$ cat config.mk
export PLATFORM = sky130hd
export DESIGN_NAME = acq_trigger_sequencer
export DESIGN_NICKNAME = d
export VERILOG_FILES = /design/src/rtl/acq_pkg.sv /design/src/rtl/sample_delay_line.sv /design/src/rtl/acq_trigger_sequencer.sv
export SDC_FILE = /design/constraint.sdc
export NUM_CORES = 1
export LEC_CHECK = 0
export CORE_ASPECT_RATIO = 2
export CORE_MARGIN = 2
export CORE_UTILIZATION = 55
export DETAILED_ROUTE_END_ITERATION = 10
export GPL_TIMING_DRIVEN = 0
export PLACE_DENSITY = 0.71
export SLEW_MARGIN = 20
export SYNTH_ARGS = -nofsm -noshare
export SYNTH_HDL_FRONTEND = slang
export SYNTH_SLANG_ARGS = --single-unit
$ cat constraint.sdc
create_clock -name sys_clk -period 14.1 [get_ports sys_clk]
set_input_delay 1.41 -clock sys_clk [delete_from_list [all_inputs] [get_ports sys_clk]]
set_output_delay 1.41 -clock sys_clk [all_outputs]
set_load 0.05 [all_outputs]
$ cat src/rtl/acq_pkg.sv
// Shared definitions for the acquisition trigger sequencer.
//   acq_state_t : sequencer state codes, also driven on STATE_out
//   FIFO word   : {trg_mark[15], 1'b0[14], sample[13:0]}
//   fifo_word() : packs a mark bit and a sample into a FIFO word
package acq_pkg;

    typedef enum logic [2:0] {
        ST_IDLE     = 3'd0,
        ST_FILL     = 3'd1,
        ST_QUALIFY  = 3'd2,
        ST_WAIT_TRG = 3'd3,
        ST_CAPTURE  = 3'd4,
        ST_DONE     = 3'd5
    } acq_state_t;

    localparam int unsigned FIFO_W   = 16;
    localparam int unsigned MARK_BIT = 15;
    localparam int unsigned SAMPLE_W = 14;

    function automatic logic [FIFO_W-1:0] fifo_word(input logic mark,
                                                    input logic [SAMPLE_W-1:0] sample);
        logic [FIFO_W-1:0] w;
        w                 = '0;
        w[MARK_BIT]       = mark;
        w[SAMPLE_W-1:0]   = sample;
        return w;
    endfunction

endpackage

$ cat src/rtl/sample_delay_line.sv
// Pre-trigger delay line: DEPTH-deep shift register of DATA_W samples.
//   clk, rst : clock, asynchronous active-high reset
//   en       : shift enable (one position per enabled cycle)
//   din      : sample entering the line
//   dout     : sample that entered DEPTH enabled cycles ago
module sample_delay_line #(
    parameter int unsigned DATA_W = 14,
    parameter int unsigned DEPTH  = 16
) (
    input  logic              clk,
    input  logic              rst,
    input  logic              en,
    input  logic [DATA_W-1:0] din,
    output logic [DATA_W-1:0] dout
);

    logic [DATA_W-1:0] taps [DEPTH];

    always_ff @(posedge clk or posedge rst) begin
        if (rst) begin
            for (int unsigned i = 0; i < DEPTH; i++) begin
                taps[i] <= '0;
            end
        end else if (en) begin
            taps[0] <= din;
            for (int unsigned i = 1; i < DEPTH; i++) begin
                taps[i] <= taps[i-1];
            end
        end
    end

    assign dout = taps[DEPTH-1];

endmodule

$ cat src/rtl/acq_trigger_sequencer.sv
// Acquisition sequencer: arms on START, fills the pre-trigger delay line,
// applies a low-then-high hysteresis trigger and writes a PRE_LEN+POST_LEN
// word window into the capture FIFO.
//   sys_clk, sys_rst : clock, asynchronous active-high reset
//   START_in         : arm/restart pulse
//   SLEEP_n_in       : low forces IDLE (wins over START)
//   TRGLEVEL_in      : {H, L} trigger levels, latched at START
//   ADC_in/valid     : sample stream
//   full_in          : FIFO full; writes are dropped and OVF set
//   FIFO_wr_out/data : FIFO write strobe and {mark, 0, sample} word
//   STATE_out        : current state code
//   DONE_out/OVF_out : capture complete / sticky dropped-write flag
//   TRG_out          : one-cycle trigger pulse, aligned with word 0
import acq_pkg::*;

module acq_trigger_sequencer #(
    parameter int unsigned DATA_W   = 14,
    parameter int unsigned PRE_LEN  = 16,
    parameter int unsigned POST_LEN = 240,
    parameter int unsigned CNT_W    = 16
) (
    input  logic                sys_clk,
    input  logic                sys_rst,
    input  logic                START_in,
    input  logic                SLEEP_n_in,
    input  logic [2*DATA_W-1:0] TRGLEVEL_in,
    input  logic [DATA_W-1:0]   ADC_in,
    input  logic                ADC_valid_in,
    input  logic                full_in,
    output logic                FIFO_wr_out,
    output logic [FIFO_W-1:0]   FIFO_data_out,
    output logic [2:0]          STATE_out,
    output logic                DONE_out,
    output logic                OVF_out,
    output logic                TRG_out
);

    localparam logic [CNT_W-1:0] FILL_LAST = CNT_W'(PRE_LEN - 1);
    localparam logic [CNT_W-1:0] MARK_IDX  = CNT_W'(PRE_LEN);
    localparam logic [CNT_W-1:0] WIN_LAST  = CNT_W'(PRE_LEN + POST_LEN - 1);

    acq_state_t        state;
    logic [DATA_W-1:0] h_lat;
    logic [DATA_W-1:0] l_lat;
    logic [CNT_W-1:0]  fill_cnt;
    logic [CNT_W-1:0]  win_cnt;
    logic [DATA_W-1:0] dly_out;

    logic trig_hit;
    logic cap_hit;
    logic write_req;
    logic write_mark;

    sample_delay_line #(
        .DATA_W (DATA_W),
        .DEPTH  (PRE_LEN)
    ) u_delay (
        .clk  (sys_clk),
        .rst  (sys_rst),
        .en   (ADC_valid_in),
        .din  (ADC_in),
        .dout (dly_out)
    );

    // Trigger cycle writes word 0; later capture words carry the mark at
    // index PRE_LEN. Stop/start suppress any write in the same cycle.
    always_comb begin
        trig_hit   = (state == ST_WAIT_TRG) && ADC_valid_in && (ADC_in >= h_lat);
        cap_hit    = (state == ST_CAPTURE) && ADC_valid_in;
        write_req  = SLEEP_n_in && !START_in && (trig_hit || cap_hit);
        write_mark = cap_hit && (win_cnt == MARK_IDX);
    end

    always_ff @(posedge sys_clk or posedge sys_rst) begin
        if (sys_rst) begin
            state         <= ST_IDLE;
            h_lat         <= '0;
            l_lat         <= '0;
            fill_cnt      <= '0;
            win_cnt       <= '0;
            FIFO_wr_out   <= 1'b0;
            FIFO_data_out <= '0;
            DONE_out      <= 1'b0;
            OVF_out       <= 1'b0;
            TRG_out       <= 1'b0;
        end else begin
            FIFO_wr_out <= 1'b0;
            TRG_out     <= 1'b0;

            if (!SLEEP_n_in) begin
                state    <= ST_IDLE;
                DONE_out <= 1'b0;
            end else if (START_in) begin
                h_lat    <= TRGLEVEL_in[2*DATA_W-1:DATA_W];
                l_lat    <= TRGLEVEL_in[DATA_W-1:0];
                fill_cnt <= '0;
                win_cnt  <= '0;
                OVF_out  <= 1'b0;
                DONE_out <= 1'b0;
                state    <= ST_FILL;
            end else begin
                case (state)
                    ST_IDLE: ;
                    ST_FILL: begin
                        if (ADC_valid_in) begin
                            if (fill_cnt == FILL_LAST) begin
                                state <= ST_QUALIFY;
                            end else begin
                                fill_cnt <= fill_cnt + 1'b1;
                            end
                        end
                    end
                    ST_QUALIFY: begin
                        if (ADC_valid_in && (ADC_in <= l_lat)) begin
                            state <= ST_WAIT_TRG;
                        end
                    end
                    ST_WAIT_TRG: begin
                        if (trig_hit) begin
                            TRG_out <= 1'b1;
                            win_cnt <= CNT_W'(1);
                            state   <= ST_CAPTURE;
                        end
                    end
                    ST_CAPTURE: begin
                        if (cap_hit) begin
                            win_cnt <= win_cnt + 1'b1;
                            if (win_cnt == WIN_LAST) begin
                                state <= ST_DONE;
                            end
                        end
                    end
                    ST_DONE: DONE_out <= 1'b1;
                    default: state <= ST_IDLE;
                endcase
            end

            // Window position advances even when the word is dropped on full.
            if (write_req) begin
                if (full_in) begin
                    OVF_out <= 1'b1;
                end else begin
                    FIFO_wr_out   <= 1'b1;
                    FIFO_data_out <= fifo_word(write_mark, dly_out);
                end
            end
        end
    end

    assign STATE_out = state;

endmodule

Yosys cells after proc, flatten, opt, wreduce, memory -nomap -nowiden --
Index checks and enable logic that the tools add are counted.
Cells by class: reductions and logical operators 19, magnitude comparators 2, equality and inequality tests 19, shift operators 0, muxes and demuxes 30, $mul 0, divide/modulo/power cells 0, add/subtract/negate cells 2, bitwise operators 1
Operators with widths (number):
- $mux W16 | 7
- $add A16 B1 Y16 const B | 2
- $pmux W16 S2 | 1
- $mux W3 | 8
- $ne A4 B4 Y1 const B | 5
- $eq A16 B4 Y1 const B | 1
- $eq A16 B5 Y1 const B | 1
- $eq A16 B8 Y1 const B | 1
- $pmux W3 S5 | 1
- $ge A14 B14 Y1 | 1
- $le A14 B14 Y1 | 1
- $mux W1 | 13
- $ne A3 B3 Y1 const B | 3
- $reduce_and A4 Y1 | 2
- $logic_and A1 B1 Y1 | 7
- $reduce_and A7 Y1 | 1
- $eq A3 B2 Y1 const B | 2
- $eq A3 B3 Y1 const B | 2
- $ne A4 B3 Y1 const B | 1
- $reduce_and A2 Y1 | 2
- $reduce_bool A2 Y1 | 2
- $eq A3 B1 Y1 const B | 1
- $logic_not A3 Y1 | 1
- $ne A3 B2 Y1 const B | 1
- other kinds (6) | 6
Storage, ports and cells: memories 0, flip-flop bits (word level) 306, latch bits 0, word-level logic and storage cells 99, output and inout bits 23, input bits 48, bits in writable memories 0, bits in read-only memories 0

Depth between registers and ports, before layout --
word-level depth 7, depth in mapped cells 10, depth with buffers taken out 8

Cells and area by module --
A second synthesis with hierarchy kept.
Second synthesis, totals: cells, all modules 968, area total of the unflattened synthesis 13635.6 um^2
Modules (own cells, without submodules):
- sample_delay_line | seq. area each 5605.4 um^2, cells an instance 488, times used 1, area each 9081.2 um^2
- acq_trigger_sequencer | seq. area each 2052.0 um^2, cells an instance 480, times used 1, area each 4554.4 um^2

Worst setup path before layout --
Ideal clock, no wire load.
path kind in2reg, from input port ADC_in[5], to register FIFO_data_out[0], setup time 0.127 ns, buffers on the path 1, data required time 13.973 ns, stages on the path 8, data arrival time 3.333 ns, path slack 10.639 ns, cells stage by stage ha_1 nand4_1 a21oi_1 o311ai_1 a211o_1 a211oi_4 buf_6 mux2_1
On the way: longest elaborated chain between the ends 5
RTL lines:
- start, declared | line acq_trigger_sequencer.sv:27 | input logic [DATA_W-1:0] ADC_in,
- $ge A14 B14 Y1 | line acq_trigger_sequencer.sv:68 | trig_hit = (state == ST_WAIT_TRG) && ADC_valid_in && (ADC_in >= h_lat);
- $logic_and A1 B1 Y1 | line acq_trigger_sequencer.sv:68
- $logic_or A1 B1 Y1 | line acq_trigger_sequencer.sv:70 | write_req = SLEEP_n_in && !START_in && (trig_hit || cap_hit);
- $logic_and A1 B1 Y1 | line acq_trigger_sequencer.sv:70
- $reduce_and A2 Y1 (no line)
- end signal, assigned | line acq_trigger_sequencer.sv:144 | FIFO_data_out <= fifo_word(write_mark, dly_out);
- end, declared | line acq_trigger_sequencer.sv:31 | output logic [FIFO_W-1:0] FIFO_data_out,
No other way between the ends. A chain may end at the register's enable or synchronous reset.

Worst setup path in the final report --
from input port ADC_in[13], to register win_cnt[7]
On the way: longest elaborated chain between the ends 4
RTL lines:
- $ge A14 B14 Y1 | line acq_trigger_sequencer.sv:68
- $logic_and A1 B1 Y1 | line acq_trigger_sequencer.sv:68
- $ne A3 B3 Y1 (no line)
- $reduce_and A4 Y1 (no line)
- end signal, assigned | line acq_trigger_sequencer.sv:127 | win_cnt <= win_cnt + 1'b1;
- end, declared | line acq_trigger_sequencer.sv:46 | logic [CNT_W-1:0] win_cnt;
No other way between the ends.

==> flow_summary_export.csv <==
group,metric,value,unit
run_status,status,"finished, final reports clean",
clock_network,root_buffer,"clkbuf_16",
clock_network,clk_pin_slew,0.07,ns
grt,grt_pass1_wl,40.77,mm
critical_path,worst_ep_arrival_time,4.52,ns
detailed_routing,met3_wirelength,650,um
clock_network,cts_tree,"built",
die,dieArea,24390,um2
cells_and_area,final_common_cell,"dfrtp_1",
clock_network,clockBufferDepth,3,
sta,min_period,4.060,ns
yosys,ys_seq_area_frac,0.6030,
cells_and_area,diodes,0,
clock_network,post_cts.repair.setup_buffers,0,
grt,grt_pass1_vias,8197,
pwr,ir_drop,121.9,uV
die,ioPinCount,71,
critical_path,cp.required,14.56,ns
yosys,synthCells,946,
placement,hpwlAfterDp,17.61,mm
placement,post-place-ws,9.528,ns
cells_and_area,synthToLayoutAreaGrowth,15.43,%
sta,setup_viol,0,
pwr,leakagePower,6.483,nW
cells_and_area,fin_nets,1122,
placement,io_buffer_count,66,
run,maxCapViolations,0,
critical_path,worstSetupEndpointType,"flip-flop",
detailed_routing,first_iter_violations,336,
sta,rsz0062_at_grt,"no",
critical_path,path_class,"input port to flip-flop",
placement,placed_area,13770,um2
die,die_height,218.9,um
hold_path,whs_path_depth,1,
cells_and_area,design_area,14660,um2
grt,grtUsageTotal,0.2090,
yosys,synth-edff-count,0,
detailed_routing,wirelength,24.39,mm
placement,gp_congestion,0.8994,
critical_path,crit_path_start_kind,"input port",
yosys,synth_warnings,0,
detailed_routing,routed.top_layer,"met4",
sta,post-route-period-util,0.2880,
detailed_routing,ant_nets,0,
yosys,synth_nets,1025,
sta,setup_ws,10.04,ns
clock_network,cts_num_sinks,306,
detailed_routing,vias,7561,
sta,worst_pin_slew,0.9481,ns
yosys,avgSynthCellArea,13.42,um2
clock_network,hold_buffers,0,
clock_network,insertion_delay,0.54,ns
pwr,cellPowerDensity,161.0,nW/um2
sta,drv_slew,0,
critical_path,r2r_slack,11.11,ns
cells_and_area,final_cell_mix,"306 x dfrtp_1, 230 x mux2_2, 66 x clkdlybuf4s50_1, 55 x nand2_1",
grt,antenna_found_initial,0,
clock_network,cts_resized,0,
detailed_routing,firstDrtPassIters,6,
critical_path,rr_worst_depth,9,
yosys,ys_types,46,
hold_path,min_to,"FIFO_data_out[13]",
grt,grt_start_max_net_pins,111,
detailed_routing,wl_met2,14.00,mm
sta,fin_hold_ws,0.4819,ns
yosys,synth-seq-cells,306,
sta,finalClockSkew,0.01521,ns
sta,fmax,246.3,MHz
hold_path,worstHoldStart,"FIFO_data_out[13]",
pwr,total_power,2.360,mW
cells_and_area,layout-drive-gt1-share,0.2709,
yosys,ys_async_sr_fraction,1.000,
die,start_util,0.5608,
die,die_x,111.4,um
yosys,synth-main-ff-cell,"dfrtp_1",
critical_path,critical_path.max_fanout,10,
detailed_routing,drt-wirelength-per-cell,18.16,um
hold_path,min_path_type,"flip-flop to flip-flop",
detailed_routing,wirelength_met1,8.798,mm
critical_path,r2r_start,"h_lat[13]",
yosys,synthesis.area,12700,um2
critical_path,reg2reg_to,"win_cnt[7]",
die,core_area,22640,um2
clock_network,numCtsBuffers,27,
sta,finalSetupTns,0,ns
sta,hold_viol_final,0,
die,rows,78,
detailed_routing,drc_errors,0,
grt,grt-ovfl-total,0,
clock_network,h-tree-depth,1,
detailed_routing,viasPerCell,5.630,
sta,slew_headroom,0.3641,
==> metrics by stage <==
step             util  instances
2_1_floorplan       -        946
3_3_place_gp   0.6055       1292
3_5_place_dp   0.6083       1294
4_1_cts        0.6474       1343
5_1_grt        0.6474       1343
6_report       0.6474       1343
==> flip-flops by register name (all words and copies together), names as in the netlist, 3 cells and up <==
name and count:
u_delay.taps 210, FIFO_data_out 15, l_lat 14, fill_cnt 16
win_cnt 16, u_delay.dout 14, STATE_out 3, h_lat 14
==> critical path, cell delays in order <==
cell	delay, ns
clkdlybuf4s50_1	0.50
ha_1	0.40
a21oi_1	0.25
o21ai_0	0.13
a211oi_1	0.66
a211oi_1	0.40
buf_2	0.29
or3_1	0.36
mux2i_1	0.13
==> cells in the mapped netlist, types with 2 or more instances <==
cell type | count | share of area
a21oi_1 | 28 | 0.011
mux2i_1 | 15 | 0.012
inv_1 | 37 | 0.011
nor4_1 | 6 | 0.0030
dfrtp_1 | 306 | 0.60
or3_1 | 20 | 0.0099
mux2_2 | 230 | 0.20
a211oi_1 | 5 | 0.0030
and4_1 | 6 | 0.0041
nor2_1 | 18 | 0.0053
and2_1 | 5 | 0.0025
a31oi_1 | 2 | 0.00099
a2111oi_0 | 2 | 0.0014
ha_1 | 31 | 0.031
nand4_1 | 11 | 0.0054
and3_1 | 5 | 0.0025
nand3b_1 | 2 | 0.0012
mux2_1 | 9 | 0.0080
xor2_1 | 8 | 0.0055
nand2b_1 | 3 | 0.0015
buf_2 | 3 | 0.0012
a21o_1 | 7 | 0.0041
o21ai_0 | 41 | 0.016
clkbuf_1 | 40 | 0.012
nor2b_1 | 3 | 0.0015
nand3_1 | 28 | 0.011
nand2_1 | 55 | 0.016
o22ai_1 | 2 | 0.00099
==> routing by layer <==
layer,vias up,global-route usage
met5,-,0
met4,0,0.08848
met3,49,0.02099
met2,129,0.4136
met1,3865,0.2217
li1,3518,-
==> worst max-delay path by stage <==
stage                from                 to  slack, ns  cells past startpoint
2_1_floorplan     sys_rst           DONE_out       4.23                      1
3_3_place_gp      sys_rst  u_delay.taps[105]       0.82                      2
3_5_place_dp   ADC_in[13]         win_cnt[5]       9.53                      9
4_1_cts        ADC_in[13]         win_cnt[7]      10.09                      9
5_1_grt        ADC_in[13]         win_cnt[1]       9.84                      9
6_report       ADC_in[13]         win_cnt[7]      10.04                      9
==> power by group <==
part           switching (mW)  total, mW  internal (mW)
clock network           0.321      0.732          0.411
registers               0.135       1.27           1.13
logic                   0.133      0.359          0.226
total                   0.588       2.36           1.77
==> kinds of logic (layout without fill, tap and decap cells) <==
group,after synthesis,count (layout),share of synthesized area
fa+ha+maj,31,31,0.03054
simple gates,166,166,0.06631
flops,306,306,0.6030
buf+inv,83,200,0.02572
other cells,1,1,0.0002953
xor+xnor,9,9,0.006208
mux,254,254,0.2238
compound gates,96,96,0.04414
==> final cells by class <==
class | instances | area [um2]
plain buffers | 46 | 187.7
clock buffers | 32 | 734.5
clock inverters | 17 | 151.4
fillers | 1733 | 7984
inverters | 37 | 146.4
multi-input cells | 557 | 4715
flip-flops and latches | 306 | 7657
well taps | 280 | 350.3
repair buffers | 68 | 715.7
(Power assumes the default switching activity.)
